$ cat src/rtl/rv_dp_pkg.sv
// Shared encodings for the single-cycle RV32I datapath.
// Control-select values and the default reset PC.
package rv_dp_pkg;

  localparam logic [3:0] ALU_ADD  = 4'b0000;
  localparam logic [3:0] ALU_SUB  = 4'b0001;
  localparam logic [3:0] ALU_AND  = 4'b0010;
  localparam logic [3:0] ALU_OR   = 4'b0011;
  localparam logic [3:0] ALU_XOR  = 4'b0100;
  localparam logic [3:0] ALU_SLT  = 4'b0101;
  localparam logic [3:0] ALU_SLTU = 4'b0110;
  localparam logic [3:0] ALU_SLL  = 4'b0111;
  localparam logic [3:0] ALU_SRL  = 4'b1000;
  localparam logic [3:0] ALU_SRA  = 4'b1001;

  localparam logic [2:0] IMM_I = 3'b000;
  localparam logic [2:0] IMM_S = 3'b001;
  localparam logic [2:0] IMM_B = 3'b010;
  localparam logic [2:0] IMM_J = 3'b011;
  localparam logic [2:0] IMM_U = 3'b100;

  localparam logic [1:0] RES_ALU = 2'b00;
  localparam logic [1:0] RES_MEM = 2'b01;
  localparam logic [1:0] RES_PC4 = 2'b10;
  localparam logic [1:0] RES_IMM = 2'b11;

  localparam logic [31:0] RESET_PC_DEF = 32'h0000_0000;

endpackage

$ cat src/rtl/dp_regfile.sv
// 32x32 register file, two async read ports, one write port.
// x0 is hardwired to zero; reads during a write see the old value.
module dp_regfile (
  input  logic        clk,
  input  logic        rst_n,
  input  logic [4:0]  ra1,
  input  logic [4:0]  ra2,
  input  logic [4:0]  wa,
  input  logic [31:0] wd,
  input  logic        we,
  output logic [31:0] rd1,
  output logic [31:0] rd2
);

  logic [31:0] regs [0:31];

  always_ff @(posedge clk or negedge rst_n) begin
    if (!rst_n) begin
      for (int i = 0; i < 32; i++) regs[i] <= '0;
    end else if (we && wa != 5'd0) begin
      regs[wa] <= wd;
    end
  end

  assign rd1 = (ra1 == 5'd0) ? '0 : regs[ra1];
  assign rd2 = (ra2 == 5'd0) ? '0 : regs[ra2];

endmodule

$ cat src/rtl/datapath.sv
// Single-cycle RV32I datapath: PC, regfile, immediate
// extender, ALU and writeback mux, driven by external control.
module datapath
  import rv_dp_pkg::*;
#(
  parameter int          XLEN     = 32,
  parameter logic [31:0] RESET_PC = RESET_PC_DEF
) (
  input  logic            clk,
  input  logic            rst,
  input  logic [31:0]     instr,
  input  logic            PCSrc,
  input  logic [1:0]      ResultSrc,
  input  logic            ALUSrc,
  input  logic [2:0]      ImmSrc,
  input  logic            RegWrite,
  input  logic [3:0]      ALUControl,
  input  logic [XLEN-1:0] ReadData,
  output logic [XLEN-1:0] PC,
  output logic            zero,
  output logic            comparison,
  output logic [XLEN-1:0] ALUResult,
  output logic [XLEN-1:0] WriteData
);

  logic [XLEN-1:0] src_a, src_b, rd2;
  logic [XLEN-1:0] imm_ext, result;
  logic [XLEN-1:0] pc_plus4, pc_target;
  logic [4:0]      shamt;
  logic            lt_s, lt_u;
  logic            unused_opcode;

  assign unused_opcode = ^instr[6:0];

  dp_regfile u_rf (
    .clk   (clk),
    .rst_n (rst),
    .ra1   (instr[19:15]),
    .ra2   (instr[24:20]),
    .wa    (instr[11:7]),
    .wd    (result),
    .we    (RegWrite),
    .rd1   (src_a),
    .rd2   (rd2)
  );

  always_comb begin
    imm_ext = '0;
    case (ImmSrc)
      IMM_I: imm_ext = {{20{instr[31]}}, instr[31:20]};
      IMM_S: imm_ext = {{20{instr[31]}}, instr[31:25],
                        instr[11:7]};
      IMM_B: imm_ext = {{19{instr[31]}}, instr[31], instr[7],
                        instr[30:25], instr[11:8], 1'b0};
      IMM_J: imm_ext = {{11{instr[31]}}, instr[31],
                        instr[19:12], instr[20],
                        instr[30:21], 1'b0};
      IMM_U: imm_ext = {instr[31:12], 12'b0};
      default: imm_ext = '0;
    endcase
  end

  assign src_b     = ALUSrc ? imm_ext : rd2;
  assign WriteData = rd2;
  assign shamt     = src_b[4:0];
  assign lt_s      = $signed(src_a) < $signed(src_b);
  assign lt_u      = src_a < src_b;

  always_comb begin
    ALUResult = '0;
    case (ALUControl)
      ALU_ADD:  ALUResult = src_a + src_b;
      ALU_SUB:  ALUResult = src_a - src_b;
      ALU_AND:  ALUResult = src_a & src_b;
      ALU_OR:   ALUResult = src_a | src_b;
      ALU_XOR:  ALUResult = src_a ^ src_b;
      ALU_SLT:  ALUResult = {{(XLEN-1){1'b0}}, lt_s};
      ALU_SLTU: ALUResult = {{(XLEN-1){1'b0}}, lt_u};
      ALU_SLL:  ALUResult = src_a << shamt;
      ALU_SRL:  ALUResult = src_a >> shamt;
      ALU_SRA:  ALUResult = $unsigned($signed(src_a) >>> shamt);
      default:  ALUResult = '0;
    endcase
  end

  assign zero       = (ALUResult == '0);
  assign comparison = (ALUControl == ALU_SLTU) ? lt_u : lt_s;

  assign pc_plus4  = PC + 32'd4;
  assign pc_target = PC + imm_ext;

  always_comb begin
    result = ALUResult;
    case (ResultSrc)
      RES_ALU: result = ALUResult;
      RES_MEM: result = ReadData;
      RES_PC4: result = pc_plus4;
      RES_IMM: result = imm_ext;
      default: result = ALUResult;
    endcase
  end

  always_ff @(posedge clk or negedge rst) begin
    if (!rst) PC <= RESET_PC;
    else      PC <= PCSrc ? pc_target : pc_plus4;
  end

endmodule

$ cat config.mk
export PLATFORM = sky130hd
export DESIGN_NAME = datapath
export DESIGN_NICKNAME = d
export VERILOG_FILES = /design/src/rtl/rv_dp_pkg.sv /design/src/rtl/dp_regfile.sv /design/src/rtl/datapath.sv
export SDC_FILE = /design/constraint.sdc
export NUM_CORES = 2
export LEC_CHECK = 0
export CAP_MARGIN = 20
export CORE_UTILIZATION = 50
export DETAILED_ROUTE_END_ITERATION = 6
export PLACE_DENSITY = 0.67
export RECOVER_POWER = 25
export SETUP_SLACK_MARGIN = 0.5
export SLEW_MARGIN = 40
export SYNTH_ARGS = -nofsm -noshare
export SYNTH_HDL_FRONTEND = slang
export SYNTH_HIERARCHICAL = 1
export SYNTH_SLANG_ARGS = --single-unit
$ cat constraint.sdc
create_clock -name clk -period 9 [get_ports clk]
set_clock_uncertainty 0.05 [all_clocks]
set_input_delay 1.35 -clock clk [delete_from_list [all_inputs] [get_ports clk]]
set_output_delay 1.35 -clock clk [all_outputs]
set_load 0.01 [all_outputs]
==> results.md <==
Outcome:
- The flow ran to the end, but the final reports show violations.
- The checks that failed: capacitance limit, slew limit.

Final layout:
- The number of filler cells placed in the layout is 10,490.
- Compared with the post-synthesis result, the final layout area differs by 23.48%.
- At the end of the flow the core is filled with cells to 62.60%.
- The number of nets at the end of the flow is 6,606.
- Of the cells placed in the final design, the portion with a size suffix greater than 1 is 47.34%.
- Excluding fillers, the count of instances in the completed layout stands at 8,288.

Logic synthesis:
- The dominant cell by count in the synthesized netlist is sky130_fd_sc_hd__mux2_2.
- The share of the synthesized area in the top cell type is 38.28%.
- Ranked by instance count, the synthesized netlist is headed by sky130_fd_sc_hd__mux2_2, sky130_fd_sc_hd__dfrtp_1, sky130_fd_sc_hd__mux4_2.
- The number of enable flip-flop cells after synthesis is 0.
- The number of nets in the synthesized netlist is 5,890.
- After synthesis, the mean cell area works out to 12.14 sq um.
- The Yosys step of the flow raised 6 warnings.
- Ranked by total cell area, the synthesized netlist is headed by sky130_fd_sc_hd__dfrtp_1, sky130_fd_sc_hd__mux2_2, sky130_fd_sc_hd__mux4_2, sky130_fd_sc_hd__mux2i_1, sky130_fd_sc_hd__ha_1.
- In this run the cell area of the synthesized design comes to 69,020 sq um.
- After synthesis the netlist holds a flip-flop and latch count of 1,056.
- The register area share after synthesis is 38.28%.
- Yosys mapped the design onto 91 distinct sky130hd cell types.
- The most used flip-flop cell after synthesis is sky130_fd_sc_hd__dfrtp_1.
- Synthesis handed over a netlist of 5,687 instances.
- sky130_fd_sc_hd__dfrtp_1 takes more of the synthesized area than any other cell.
- Of all flip-flops after synthesis, the portion carrying an async set or reset was 100.0%.

Place:
- Counting tap cells, the placed design contains a total of 8,025 instances.
- After legalization and detailed placement, the total HPWL measured 194,700 um.
- The count of buffers added on input and output ports is 168.
- Routability-driven placement finished with a final weighted congestion of 1.180.

Drt:
- The detailed-routing iteration count for the pre-antenna-repair pass is 6.
- Wires add up to 280,900 um.
- The number of remaining DRC errors is 0.
- The post-detailed-route wirelength per cell is 33.90 um.
- The detail-routed via count per cell is 7.011.
- The detailed router placed 58,110 vias in this run.
- The detailed router finished its first iteration with 7,758 violations.
- Once detail routing completed, the nets flagged for antenna violations numbered 0.

Critical path:
- Counting stages on the worst path, the most repeated cell is sky130_fd_sc_hd__buf_4.
- The arrival time at the worst endpoint is 7.24 ns.
- The delay of the slowest critical-path stage is 0.54 ns.
- The worst setup path category is primary input to output pin.
- The nature of the critical path startpoint is a primary input.
- STA classifies the critical path endpoint as an output pin.
- STA puts the critical path data required time at 7.60 ns.
- The cell family contributing the most delay on the critical path is simple AND/OR/NAND/NOR gates.
- Of all nets on the critical path, the largest fanout is 9.
- The slowest stage cell on the critical path is sky130_fd_sc_hd__mux4_2.
- The number of buffers and inverters on the critical path is 8.

STA:
- Setup violations remaining at the end of the flow were counted as 0.
- Static timing analysis puts the maximum clock frequency at 115.8 MHz.
- The pin slew with the least headroom to its limit is 4.679 ns.
- The final critical-path share of the clock period is 95.98%.
- The total count of hold-check failures in the final report came to 0.
- The relative max-transition margin is -212.0%.
- Setup repair after global routing could not meet its margin everywhere.
- The final max-slew violation count is 420.
- For the finished layout, the period the worst path requires is 8.638 ns.

Clocking:
- The deepest clock path buffer count is 3.
- The H-tree was split into 3 levels.
- The clock drives 1,056 sinks.
- The clock latency on the worst-skew pair is 0.78 ns.
- In this run, post-CTS hold repair placed 0 buffers.
- The clock-pin transition on the worst setup and hold timing paths is 0.06 ns.
- In this run the clock root is driven by a sky130_fd_sc_hd__clkbuf_16.
- The total clock buffers created by CTS is 110.
- TritonCTS built the clock tree.

Run:
- The count of maximum capacitance violations is 6.

Power and ir drop:
- The power density over cell area is 249.8 nW/um^2.
- After layout, the design draws a total of 21,290 uW.
- The static leakage is 0.03747 uW.
- VDD sags by at most 0.2009 mV.

Die:
- Once the floorplan was initialized, standard cells occupied 50.70% of the core.
- The I/O pin count is 176.
- The floorplan step defined a core boundary enclosing 136,100 sq um.
- The initialized floorplan defines 135 standard-cell rows.
- Measured along the x axis, the die boundary spans 373.5 um.
- The die is 373.5 um tall.
- The die area is 139,500 sq um.

GRT:
- Global routing finished with a remaining overflow of 0.
- The first global-routing pass estimated 401,900 um of wire.
- Global routing consumed, over all layers together, 39.56% of the routing resources.
- The number of antenna violations at the first check in global routing is 19.
- Entering global routing, the biggest net connects 107 pins.
- The via count of the first global-routing pass is 57,340.

Min path:
- The worst hold path belongs to the class flip-flop to flip-flop.
[flip-flops by register name (all words and copies together) (netlist names)]
signal,cells
PC,32
u_rf/regs,1024
[what timing repair did]
item / CTS / global route
endpoints found under the setup margin: 14 / 15
pin swaps: 16 / 50
setup buffers: 8 / 33
resized for setup: 113 / 205
cloned: 2 / 4
[cell usage in the layout, fill, tap and decap left out, drive strengths merged, types with 121 or more instances in the layout]
cell,netlist,layout
a21oi,242,242
buf,252,1019
clkbuf,331,153
clkdlybuf4s50,0,152
dfrtp,1056,1056
ha,123,123
inv,121,127
mux2,1064,1064
mux2i,257,257
mux4,495,495
nand2,178,178
nor2,242,242
o22ai,121,121
[logic make-up (layout without fill, tap and decap cells)]
logic type                 Yosys count  in the layout  share of synthesized area (%)
muxes                             1816           1816                          37.26
DFF                               1056           1056                          38.28
AOI/OAI and AO/OA                 1031           1031                          10.35
and+or+nand+nor                    869            869                          6.245
buffers and inverters              707           1520                          4.488
adders and majority gates          125            125                          2.288
xor gates and xnor gates            83             83                          1.080
other                                0              7                              0
[worst register-to-register path: cells and delay by family (launching register included)]
kind                       cells  cell delay [ns]
muxes                          4             1.86
and+or+nand+nor                5             0.92
AOI/OAI and AO/OA              9             1.65
buffers and inverters          7             1.03
DFF                            1             0.40
adders and majority gates      2             0.51
[area by class of cell]
type	instances	area [sq um]	share of cell area, %
clock buffers	141	3142	3.686
repair buffers	1187	10760	12.63
diodes	7	17.52	0.02055
well taps	1781	2228	2.615
flip-flops and latches	1056	26430	31.00
multi-input cells	3924	41180	48.32
inverters	124	467.9	0.5490
clock inverters	68	1003	1.177
[power by group]
| group | switching [uW] | internal, uW | leakage (uW) | total, uW |
|---|---|---|---|---|
| registers | 1160 | 6110 | 0.0137 | 7270 |
| clock network | 2080 | 3110 | 0.00204 | 5190 |
| logic | 4380 | 4450 | 0.0217 | 8830 |
| total | 7610 | 13700 | 0.0375 | 21300 |
[metal layers]
metal | track usage (%) | wire, um | share of wire (%)
met5 | 0 | 133 | 0.047
met3 | 11.66 | 34590 | 12
met1 | 50.05 | 100600 | 36
met4 | 26.90 | 23030 | 8.2
met2 | 58.66 | 122600 | 44
[stage by stage]
stage                     hold WS, ns  TNS [ns]  cell area (sq um)  setup slack (ns)
after floorplan                0.3913         0              69110            0.5036
after global placement         0.3263    -1.631              78930           -0.8297
after detailed placement       0.3336    -1.533              79190           -0.7717
after CTS                      0.3490         0              83890            0.1576
after global routing           0.3618         0              85220            0.2721
final                          0.3494         0              85230            0.3622
[worst paths after layout]
path	startpoint	to	slack, ns	cells past startpoint
worst max-delay path	instr[21]	zero	0.36	26
worst min-delay path	u_rf/regs[1009]	u_rf/regs[1009]	0.35	0
worst max register to register	u_rf/regs[97]	u_rf/regs[60]	2.45	27
worst min register to register	u_rf/regs[1009]	u_rf/regs[1009]	0.35	0
max in group asynchronous	rst	u_rf/regs[692]	1.74	4
min in group asynchronous	rst	u_rf/regs[249]	2.23	1
Power figures use the tool's default switching activity.
